$ cat src/rtl/decode_pipe_if.sv
// decode_pipe_if -- handshake and field bus around the decode_pipe stage.
//
// Carries the fetch-side push channel (in_valid/in_ready/insn/pc), the
// execute-side pop channel (out_valid/out_ready) and the decoded head-entry
// fields. The master modport is the fetch/execute side that drives the
// instruction and consumes decoded entries. The slave modport is the decode
// stage itself.
//
// Parameters: PC_WIDTH (PC width), XLEN (imm_out width, >= 32),
//             DEPTH (queue entries, power of two, >= 2).
interface decode_pipe_if #(
  parameter int PC_WIDTH = 32,
  parameter int XLEN     = 32,
  parameter int DEPTH    = 2
);
  localparam int CW = $clog2(DEPTH) + 1;

  logic                in_valid;
  logic                in_ready;
  logic [31:0]         insn;
  logic [PC_WIDTH-1:0] pc;
  logic                out_valid;
  logic                out_ready;
  logic [5:0]          opcode_out;
  logic [4:0]          rs_out;
  logic [4:0]          rt_out;
  logic [4:0]          rd_out;
  logic [4:0]          sa_out;
  logic [5:0]          func_out;
  logic [XLEN-1:0]     imm_out;
  logic [PC_WIDTH-1:0] pc_out;
  logic [1:0]          class_out;
  logic                writes_reg_out;
  logic                illegal_out;
  logic [CW-1:0]       count_out;

  modport master (
    output in_valid, insn, pc, out_ready,
    input  in_ready, out_valid, opcode_out, rs_out, rt_out, rd_out, sa_out,
           func_out, imm_out, pc_out, class_out, writes_reg_out, illegal_out,
           count_out
  );

  modport slave (
    input  in_valid, insn, pc, out_ready,
    output in_ready, out_valid, opcode_out, rs_out, rt_out, rd_out, sa_out,
           func_out, imm_out, pc_out, class_out, writes_reg_out, illegal_out,
           count_out
  );
endinterface

$ cat src/rtl/decode_pipe.sv
// decode_pipe -- elastic MIPS instruction decode stage.
//
// Each accepted instruction is decoded combinationally into canonical fields
// (unused fields forced to zero, immediate extended to XLEN, GPR-write
// classification) and written into the tail of a DEPTH-entry queue. The head
// entry drives the decoded outputs straight from storage.
//
// Ports:
//   clock    rising-edge clock
//   reset_n  synchronous active-low reset (clears queue and all storage)
//   flush    synchronous queue clear; a push in the same cycle is dropped
//   bus      decode_pipe_if.slave: push channel, pop channel, head fields
//
// Build option: define DECODE_ILLEGAL_EN to emit unsupported encodings as
// entries flagged illegal_out=1 (opcode/func kept, other fields 0). Without
// it, unsupported encodings decode as NOP and illegal_out stays 0.
module decode_pipe #(
  parameter int PC_WIDTH = 32,
  parameter int XLEN     = 32,
  parameter int DEPTH    = 2
) (
  input logic          clock,
  input logic          reset_n,
  input logic          flush,
  decode_pipe_if.slave bus
);
  localparam int PW = $clog2(DEPTH);
  localparam int CW = PW + 1;

  typedef struct packed {
    logic [5:0]          op;
    logic [4:0]          rs;
    logic [4:0]          rt;
    logic [4:0]          rd;
    logic [4:0]          sa;
    logic [5:0]          fn;
    logic [XLEN-1:0]     imm;
    logic [PC_WIDTH-1:0] pc;
    logic [1:0]          cls;
    logic                wr;
    logic                ill;
  } entry_t;

  function automatic logic [XLEN-1:0] sext16(input logic [15:0] v);
    return {{(XLEN-16){v[15]}}, v};
  endfunction

  // Branch offsets are word counts, so the byte offset is the sign-extended
  // field shifted left by two.
  function automatic logic [XLEN-1:0] br_off(input logic [15:0] v);
    return {{(XLEN-18){v[15]}}, v, 2'b00};
  endfunction

  function automatic entry_t decode(input logic [31:0] ins);
    entry_t     d;
    logic [5:0] op;
    logic [5:0] fn;
    logic       legal;
    logic       itype;
    logic       wr_rt;
    op    = ins[31:26];
    fn    = ins[5:0];
    d     = '0;
    legal = 1'b1;
    itype = 1'b0;
    wr_rt = 1'b0;
    case (op)
      6'h00: begin
        d.cls = 2'd0;
        d.rs  = ins[25:21];
        d.rt  = ins[20:16];
        d.rd  = ins[15:11];
        d.fn  = fn;
        case (fn)
          6'h18, 6'h19, 6'h1A, 6'h1B: d.rd = '0;           // MULT/DIV write HI/LO
          6'h10, 6'h12: begin                              // MFHI/MFLO
            d.rs = '0;
            d.rt = '0;
          end
          6'h00, 6'h02, 6'h03: begin                       // constant shifts
            d.rs = '0;
            d.sa = ins[10:6];
          end
          6'h08: begin                                     // JR
            d.rt = '0;
            d.rd = '0;
          end
          6'h04, 6'h06, 6'h07, 6'h09,
          6'h20, 6'h21, 6'h22, 6'h23,
          6'h24, 6'h25, 6'h26, 6'h27,
          6'h2A, 6'h2B: ;                                  // sa stays 0
          default: legal = 1'b0;
        endcase
        // rd has already been zeroed for MULT*/DIV*/JR, so a non-zero rd is
        // exactly the GPR-write condition for R-type.
        d.wr = |d.rd;
      end
      6'h01: begin                                         // REGIMM BLTZ/BGEZ
        itype = 1'b1;
        d.imm = br_off(ins[15:0]);
        legal = (ins[20:17] == 4'd0);
      end
      6'h02, 6'h03: begin
        d.cls = 2'd2;
        d.imm = XLEN'(ins[25:0]);
        if (op[0]) begin                                   // JAL links to $31
          d.rd = 5'd31;
          d.wr = 1'b1;
        end
      end
      6'h04, 6'h05, 6'h06, 6'h07: begin
        itype = 1'b1;
        d.imm = br_off(ins[15:0]);
      end
      6'h08, 6'h09, 6'h0A, 6'h0B, 6'h20, 6'h23, 6'h24: begin
        itype = 1'b1;
        wr_rt = 1'b1;
        d.imm = sext16(ins[15:0]);
      end
      6'h0C, 6'h0D, 6'h0E: begin
        itype = 1'b1;
        wr_rt = 1'b1;
        d.imm = XLEN'(ins[15:0]);
      end
      6'h0F: begin
        itype = 1'b1;
        wr_rt = 1'b1;
        d.imm = XLEN'({ins[15:0], 16'h0000});
      end
      6'h28, 6'h2B: begin
        itype = 1'b1;
        d.imm = sext16(ins[15:0]);
      end
      default: legal = 1'b0;
    endcase
    if (itype) begin
      d.cls = 2'd1;
      d.rs  = ins[25:21];
      d.rt  = ins[20:16];
      d.wr  = wr_rt && (ins[20:16] != 5'd0);
    end
    d.op = op;
    if (!legal) begin
      d = '0;
`ifdef DECODE_ILLEGAL_EN
      d.op  = op;
      d.fn  = fn;
      d.ill = 1'b1;
      d.cls = (op == 6'h00) ? 2'd0 : ((op == 6'h02 || op == 6'h03) ? 2'd2 : 2'd1);
`else
      d.cls = 2'd3;
`endif
    end
    if (ins == 32'h0000_0000) begin
      d     = '0;
      d.cls = 2'd3;
    end
    return d;
  endfunction

  entry_t        mem_q [DEPTH];
  logic [PW-1:0] wr_ptr_q, wr_ptr_d;
  logic [PW-1:0] rd_ptr_q, rd_ptr_d;
  logic [CW-1:0] count_q, count_d;
  logic          push;
  logic          pop;
  entry_t        new_entry;
  entry_t        head;

  // Ready depends only on registered occupancy: a full queue never accepts,
  // even when the head is being consumed in the same cycle.
  assign bus.in_ready  = reset_n && (count_q < CW'(DEPTH));
  assign bus.out_valid = (count_q != '0);
  assign push          = bus.in_valid && bus.in_ready && !flush;
  assign pop           = bus.out_valid && bus.out_ready && !flush;

  always_comb begin
    new_entry    = decode(bus.insn);
    new_entry.pc = bus.pc;
    wr_ptr_d     = wr_ptr_q;
    rd_ptr_d     = rd_ptr_q;
    count_d      = count_q;
    if (flush) begin
      wr_ptr_d = '0;
      rd_ptr_d = '0;
      count_d  = '0;
    end else begin
      // DEPTH is a power of two, so pointer overflow is the modulo wrap.
      if (push) wr_ptr_d = wr_ptr_q + 1'b1;
      if (pop)  rd_ptr_d = rd_ptr_q + 1'b1;
      count_d = count_q + CW'(push) - CW'(pop);
    end
  end

  always_ff @(posedge clock) begin
    if (!reset_n) begin
      wr_ptr_q <= '0;
      rd_ptr_q <= '0;
      count_q  <= '0;
      for (int i = 0; i < DEPTH; i++) mem_q[i] <= '0;
    end else begin
      wr_ptr_q <= wr_ptr_d;
      rd_ptr_q <= rd_ptr_d;
      count_q  <= count_d;
      if (push) mem_q[wr_ptr_q] <= new_entry;
    end
  end

  assign head               = mem_q[rd_ptr_q];
  assign bus.opcode_out     = head.op;
  assign bus.rs_out         = head.rs;
  assign bus.rt_out         = head.rt;
  assign bus.rd_out         = head.rd;
  assign bus.sa_out         = head.sa;
  assign bus.func_out       = head.fn;
  assign bus.imm_out        = head.imm;
  assign bus.pc_out         = head.pc;
  assign bus.class_out      = head.cls;
  assign bus.writes_reg_out = head.wr;
  assign bus.illegal_out    = head.ill;
  assign bus.count_out      = count_q;
endmodule

$ cat src/flat_wrapper.sv
// flat-port wrapper written by rule: the top's interface ports become plain ports
module decode_pipe_flat 
#(
  parameter int PC_WIDTH = 32,
  parameter int XLEN     = 32,
  parameter int DEPTH    = 2
)
  (clock, reset_n, flush, bus_in_valid, bus_insn, bus_pc, bus_out_ready, bus_in_ready, bus_out_valid, bus_opcode_out, bus_rs_out, bus_rt_out, bus_rd_out, bus_sa_out, bus_func_out, bus_imm_out, bus_pc_out, bus_class_out, bus_writes_reg_out, bus_illegal_out, bus_count_out);
  decode_pipe_if #(.PC_WIDTH(PC_WIDTH), .XLEN(XLEN), .DEPTH(DEPTH)) bus_i ();
  input logic clock;
  input logic reset_n;
  input logic flush;
  input wire logic [$bits(bus_i.in_valid)-1:0] bus_in_valid;
  input wire logic [$bits(bus_i.insn)-1:0] bus_insn;
  input wire logic [$bits(bus_i.pc)-1:0] bus_pc;
  input wire logic [$bits(bus_i.out_ready)-1:0] bus_out_ready;
  output wire logic [$bits(bus_i.in_ready)-1:0] bus_in_ready;
  output wire logic [$bits(bus_i.out_valid)-1:0] bus_out_valid;
  output wire logic [$bits(bus_i.opcode_out)-1:0] bus_opcode_out;
  output wire logic [$bits(bus_i.rs_out)-1:0] bus_rs_out;
  output wire logic [$bits(bus_i.rt_out)-1:0] bus_rt_out;
  output wire logic [$bits(bus_i.rd_out)-1:0] bus_rd_out;
  output wire logic [$bits(bus_i.sa_out)-1:0] bus_sa_out;
  output wire logic [$bits(bus_i.func_out)-1:0] bus_func_out;
  output wire logic [$bits(bus_i.imm_out)-1:0] bus_imm_out;
  output wire logic [$bits(bus_i.pc_out)-1:0] bus_pc_out;
  output wire logic [$bits(bus_i.class_out)-1:0] bus_class_out;
  output wire logic [$bits(bus_i.writes_reg_out)-1:0] bus_writes_reg_out;
  output wire logic [$bits(bus_i.illegal_out)-1:0] bus_illegal_out;
  output wire logic [$bits(bus_i.count_out)-1:0] bus_count_out;
  assign bus_i.in_valid = bus_in_valid;
  assign bus_i.insn = bus_insn;
  assign bus_i.pc = bus_pc;
  assign bus_i.out_ready = bus_out_ready;
  assign bus_in_ready = bus_i.in_ready;
  assign bus_out_valid = bus_i.out_valid;
  assign bus_opcode_out = bus_i.opcode_out;
  assign bus_rs_out = bus_i.rs_out;
  assign bus_rt_out = bus_i.rt_out;
  assign bus_rd_out = bus_i.rd_out;
  assign bus_sa_out = bus_i.sa_out;
  assign bus_func_out = bus_i.func_out;
  assign bus_imm_out = bus_i.imm_out;
  assign bus_pc_out = bus_i.pc_out;
  assign bus_class_out = bus_i.class_out;
  assign bus_writes_reg_out = bus_i.writes_reg_out;
  assign bus_illegal_out = bus_i.illegal_out;
  assign bus_count_out = bus_i.count_out;
  decode_pipe #(.PC_WIDTH(PC_WIDTH), .XLEN(XLEN), .DEPTH(DEPTH)) u_core (.clock(clock), .reset_n(reset_n), .flush(flush), .bus(bus_i));
endmodule
$ cat config.mk
export PLATFORM = sky130hd
export DESIGN_NAME = decode_pipe_flat
export DESIGN_NICKNAME = d
export VERILOG_FILES = /design/src/rtl/decode_pipe_if.sv /design/src/rtl/decode_pipe.sv /design/src/flat_wrapper.sv
export SDC_FILE = /design/constraint.sdc
export NUM_CORES = 1
export LEC_CHECK = 0
export ABC_AREA = 1
export ABC_CLOCK_PERIOD_IN_PS = 5700
export CORE_ASPECT_RATIO = 1.25
export CORE_UTILIZATION = 45
export DETAILED_ROUTE_END_ITERATION = 6
export MAX_ROUTING_LAYER = met4
export PLACE_DENSITY = 0.69
export SYNTH_ARGS = -nofsm -noshare
export SYNTH_HDL_FRONTEND = slang
export SYNTH_SLANG_ARGS = --single-unit
$ cat constraint.sdc
create_clock -name clock -period 5.7 [get_ports clock]
set_input_delay 1.14 -clock clock [delete_from_list [all_inputs] [get_ports clock]]
set_output_delay 1.14 -clock clock [all_outputs]
set_load 0.05 [all_outputs]
==> results of run 1 <==
## cell families (layout without fill, tap and decap cells)
family | Yosys count | count (layout) | share of synthesized area
AOI/OAI and AO/OA | 41 | 41 | 0.0224
adders and majority gates | 2 | 2 | 0.00259
other | 1 | 3 | 0.000389
DFF | 203 | 203 | 0.627
muxes | 99 | 99 | 0.116
and+or+nand+nor | 402 | 402 | 0.174
xor gates and xnor gates | 1 | 1 | 0.000908
buffers and inverters | 132 | 303 | 0.0567
## area by class of cell
class                      count  area, um2
sequential                   203       6050
timing repair buffer         178       1780
fill                        1765       8710
clock buffer                  25        541
multi-input combinational    548       3080
tap                          274        343
inverter                      88        330
clock inverter                12       56.3
## sequential cells by signal (all words and copies together) (netlist names), named ones only
name                  cells
u_core.bus.count_out      2
u_core.rd_ptr_q           1
u_core.mem_q            198
u_core.wr_ptr_q           1
## critical path: stages (launching register included)
cell,delay [ns]
dfxtp_4,0.78
buf_4,0.48
mux2_2,0.38
clkdlybuf4s50_1,0.73
## routing by layer
layer  track usage  vias up  part of all wire
met5             -        -                 0
met4        0.0740        0             0.029
li1              -     3284                 -
met3        0.0236       48             0.054
met2         0.349      250              0.50
met1         0.265     3197              0.42
## report_power, final
| group | leakage (nW) | internal (mW) | switching (mW) |
|---|---|---|---|
| clock | 0.297 | 0.675 | 0.543 |
| sequential | 2.09 | 1.70 | 0.0163 |
| combinational | 2.28 | 0.171 | 0.332 |
## worst paths after layout
path / to / slack (ns) / depth (start not counted)
worst min-delay path: flop / 0.47 / 2
worst min register to register: flop / 0.47 / 2
worst max-delay path: bus_rs_out[4] / 1.66 / 3
worst max register to register: u_core.mem_q[0][33]$_SDFFCE_PN0P_ / 3.41 / 6
## stage by stage
stage,std cells,cell area [um2],hold WS [ns]
finish,1328,12200,0.467
global route,1328,12200,0.490
CTS,1328,12200,0.470
detailed placement,1291,11600,0.457
global placement,1291,11600,0.454
floorplan,883,9650,0.447
## layout by cell type (no fill, tap or decap), types with 5 or more instances in the layout
cell type        netlist  routed
o22ai_1                6       6
clkbuf_16              0      21
nand2_1              126     123
nand3_1               23      23
nand3_2                9       9
buf_4                  6       6
nor2_1               208     208
inv_1                 84      84
clkdlybuf4s50_1        0     171
mux2_2                99      99
nand4_1               11      11
nor3_1                18      18
clkinv_1               0       6
o21ai_0               29      29
clkinv_2               0       5
edfxtp_1             198     198
==> results.yml, run 1 <==
synthesis:
  yosysSeqAreaShare: 0.627
  synth_area_leaders: "edfxtp_1, mux2_2, nor2_1"
  yosysMostFrequentCell: "nor2_1"
  syn_area_um2: 9640
  synth_edf_count: 198
  ys_ff_latch: 203
  synthFlopType: "edfxtp_1"
  yosys_warnings: 0
  synth_top_cell_by_area: "edfxtp_1"
  synth_cells: 881
  ys_types: 31
  syn-mean-instance-area_um2: 10.9
  async_flop_share: 0
  synth_top_cell_area_share: 0.617
  netlist_top_cells_count: "nor2_1, edfxtp_1, nand2_1"
critical_path:
  setup.worst_path.class: "flop to primary output"
  endpoint_kind: "primary output"
  regToRegStartpoint: "u_core.bus.count_out[1]$_SDFF_PP0_"
  cp.required_ns: 4.56
  start_kind: "flop"
  cp_max_fo: 44
  arrival_ns: 2.90
clock_network:
  clk_latency_ns: 0.50
  cts_htree_levels: 1
  post_cts_buffers: 0
  cts_resized: 0
  clk_pin_slew_ns: 0.06
  cts_tree: "built"
  cts_buffer_depth: 3
  root_buffer: "clkbuf_16"
  cts_buffers: 21
  cts_sinks: 203
  holdBufCountCts: 0
placed_design:
  portBuffers: 171
  place_congestion: 0.921
  pre_cts_ws_ns: 1.70
  dpl.hpwl_um: 14300
hold_path:
  hold_path_startpoint: "u_core.rd_ptr_q$_SDFFE_PP0P_"
  hold_class: "flop to flop"
floorplan:
  core_area_um2: 20900
  io_pins: 173
  dieArea_um2: 22000
  fp.dieH_um: 166
  die_x_um: 133
  start_util: 0.462
  rows: 59
power:
  p_total_mw: 3.44
  ir_drop_mv: 0.187
  power.density_nw_per_um2: 283
  p_leak_nw: 4.67
grt:
  grt_pass1_wl_um: 35300
  track_usage: 0.210
  antenna_found_initial: 0
  grt_pass1_vias: 6719
  grt_max_degree: 100
  grt_overflow: 0
drt:
  drt_wl_total_um: 22400
  vias: 6779
  first_pass_iters: 6
  drc_errors: 0
  antenna_left: 0
  wl_per_cell_um: 16.8
  via_per_inst: 5.10
  drt_iter0_markers: 592
final_layout:
  num_antenna_cells: 0
  layout.nets: 1111
  area_delta_synth_final_pct: 26.3
  utilization: 0.583
  layout-drive-gt1-share: 0.149
timing:
  layout_setup_ws_ns: 1.66
  worstMarginPinSlew_ns: 1.15
  rsz0062_at_grt: "false"
  final_max_slew_viol_count: 0
  max-slew-margin-rel: 0.236
  finClkSkew_ns: 0.0191
  min_period_ns: 4.04
  finalSetupViolations: 0
  timing.setup.tns_ns: 0
  fmax_ghz: 0.248
  fin_crit_sh: 0.709
  hold_violations: 0
outcome:
  status: "complete, no violations"
job:
  max_cap_viol_count: 0
No activity file was read; power rests on OpenSTA's default activity.
==> inputs of run 2 (changes only) <==
--- a/config.mk
+++ b/config.mk
@@ -6,12 +6,12 @@
 export NUM_CORES = 1
 export LEC_CHECK = 0
 export ABC_AREA = 1
-export ABC_CLOCK_PERIOD_IN_PS = 5700
+export ABC_CLOCK_PERIOD_IN_PS = 3600
 export CORE_ASPECT_RATIO = 1.25
 export CORE_UTILIZATION = 45
 export DETAILED_ROUTE_END_ITERATION = 6
 export MAX_ROUTING_LAYER = met4
-export PLACE_DENSITY = 0.69
+export PLACE_DENSITY = 0.72
 export SYNTH_ARGS = -nofsm -noshare
 export SYNTH_HDL_FRONTEND = slang
 export SYNTH_SLANG_ARGS = --single-unit
==> constraint.sdc (replaced) <==
create_clock -name clock -period 3.6 [get_ports clock]
set_input_delay 0.72 -clock clock [delete_from_list [all_inputs] [get_ports clock]]
set_output_delay 0.72 -clock clock [all_outputs]
set_load 0.05 [all_outputs]
==> results.yml, run 2 (same netlist as run 1, synthesis figures left out) <==
outcome:
  status: "complete, no violations"
placed_design:
  portBuffers: 171
  place_congestion: 0.941
  dpl.hpwl_um: 15700
hold_path:
  hold_class: "flop to flop"
  hold_path_startpoint: "u_core.rd_ptr_q$_SDFFE_PP0P_"
  min_to: "u_core.rd_ptr_q$_SDFFE_PP0P_"
  whs_path_depth: 2
clock_network:
  clk_pin_slew_ns: 0.06
  holdBufCountCts: 0
  cts_resized: 0
  root_buffer: "clkbuf_16"
  cts_tree: "built"
  post_cts_buffers: 0
  clk_latency_ns: 0.50
  cts_htree_levels: 1
  cts_buffers: 21
  cts_buffer_depth: 3
  cts_sinks: 203
drt:
  antenna_left: 0
  drt_wl_total_um: 22800
  via_per_inst: 5.15
  vias: 6902
  wl_per_cell_um: 17.0
  drt_iter0_markers: 424
  drc_errors: 0
  first_pass_iters: 5
critical_path:
  regToRegStartpoint: "u_core.bus.count_out[1]$_SDFF_PP0_"
  crit_family: "buffers and inverters"
  cp.required_ns: 2.88
  cp_cell_sequence: "buf_4 > mux2_2 > clkdlybuf4s50_1"
  setup.worst_path.class: "flop to primary output"
  endpoint_kind: "primary output"
  rr_worst_depth: 8
  cpMaxStageDelayCell: "clkdlybuf4s50_1"
  start_kind: "flop"
  arrival_ns: 2.54
  cp_slowest_stage_delay_ns: 0.72
  rr_endpoint: "u_core.mem_q[1][2]$_SDFFCE_PN0P_"
  r2r_slack_ns: 1.58
  cp_max_fo: 24
  critPathBufInv: 2
timing:
  rsz0062_at_grt: "false"
  finalSetupViolations: 0
  timing.setup.tns_ns: 0
  fmax_ghz: 0.307
  finClkSkew_ns: 0.0243
  fin_crit_sh: 0.906
  final_max_slew_viol_count: 0
  max-slew-margin-rel: 0.409
  worstMarginPinSlew_ns: 0.882
  hold_violations: 0
  min_period_ns: 3.26
floorplan:
  fp.dieH_um: 166
  io_pins: 173
  dieArea_um2: 22000
  start_util: 0.462
  die_x_um: 133
  rows: 59
  core_area_um2: 20900
final_layout:
  num_antenna_cells: 0
  layout.nets: 1121
  largest_reg_flops: 198
  final_cell_mix: "nor2_1, edfxtp_1, clkdlybuf4s50_1"
  nFillCells: 1752
  layout-drive-gt1-share: 0.159
  final_common_cell: "nor2_1"
  top_register: "u_core.mem_q"
  area_delta_synth_final_pct: 28.7
grt:
  antenna_found_initial: 0
  grt_max_degree: 98
  grt_overflow: 0
  grt_pass1_vias: 6694
  track_usage: 0.212
  grt_pass1_wl_um: 35500
power:
  power.density_nw_per_um2: 451
  p_total_mw: 5.59
  p_leak_nw: 4.78
  ir_drop_mv: 0.317
job:
  max_cap_viol_count: 0
==> run 2: cell types whose count changed in the layout (fill, tap and decap cells not counted) <==
cell / change
clkinv_2: -3
buf_4: +2
clkbuf_8: +3
buf_12: +8
bufinv_16: +1
clkinv_4: +1
clkbuf_1: +2
clkinv_1: -3
==> run 2: stage by stage <==
stage | utilization | hold WS [ns] | worst slack, ns | cell area, um2 | instances
after floorplan | - | 0.447 | 0.386 | 9660 | 883
after global routing | 0.594 | 0.506 | 0.222 | 12400 | 1339
after global placement | 0.563 | 0.460 | 0.535 | 11800 | 1301
after CTS | 0.594 | 0.480 | 0.271 | 12400 | 1339
final | 0.594 | 0.482 | 0.339 | 12400 | 1339
after detailed placement | 0.563 | 0.470 | 0.526 | 11800 | 1301
==> run 2: layout make-up <==
class / count / area (um2) / share of cell area
clock buffer: 30 / 589 / 0.0475
clock inverter: 8 / 68.8 / 0.00554
inverter: 88 / 330 / 0.0266
multi-input combinational: 548 / 3080 / 0.248
sequential: 203 / 6050 / 0.487
tap: 274 / 343 / 0.0276
timing repair buffer: 188 / 1950 / 0.157
==> run 2: power by group <==
| group | switching, mW | leakage (nW) | total (mW) | internal (mW) |
|---|---|---|---|---|
| sequential | 0.0245 | 2.09 | 2.72 | 2.69 |
| clock | 0.841 | 0.323 | 2.05 | 1.21 |
| combinational | 0.534 | 2.36 | 0.822 | 0.288 |
==> run 2: worst max path at each step <==
stage,from,to,slack (ns),cells after the start
after floorplan,reset_n,u_core.mem_q[0][10]$_SDFFCE_PN0P_,0.39,8
after global placement,reset_n,u_core.mem_q[0][47]$_SDFFCE_PN0P_,0.53,8
after detailed placement,reset_n,u_core.mem_q[0][43]$_SDFFCE_PN0P_,0.53,8
after CTS,flop,bus_pc_out[21],0.27,3
after global routing,flop,bus_pc_out[21],0.22,3
final,flop,bus_pc_out[21],0.34,3
==> run 2: tightest hold or removal path, cell delays in order, from the launching register on <==
cell and delay, ns:
dfxtp_1 0.29, inv_1 0.08, a21oi_1 0.06
==> run 2: per-layer routing <==
metal | global-route usage | share of wire
met1 | 0.253 | 0.40
met3 | 0.0300 | 0.052
met2 | 0.373 | 0.52
met5 | - | 0
met4 | 0.0595 | 0.024
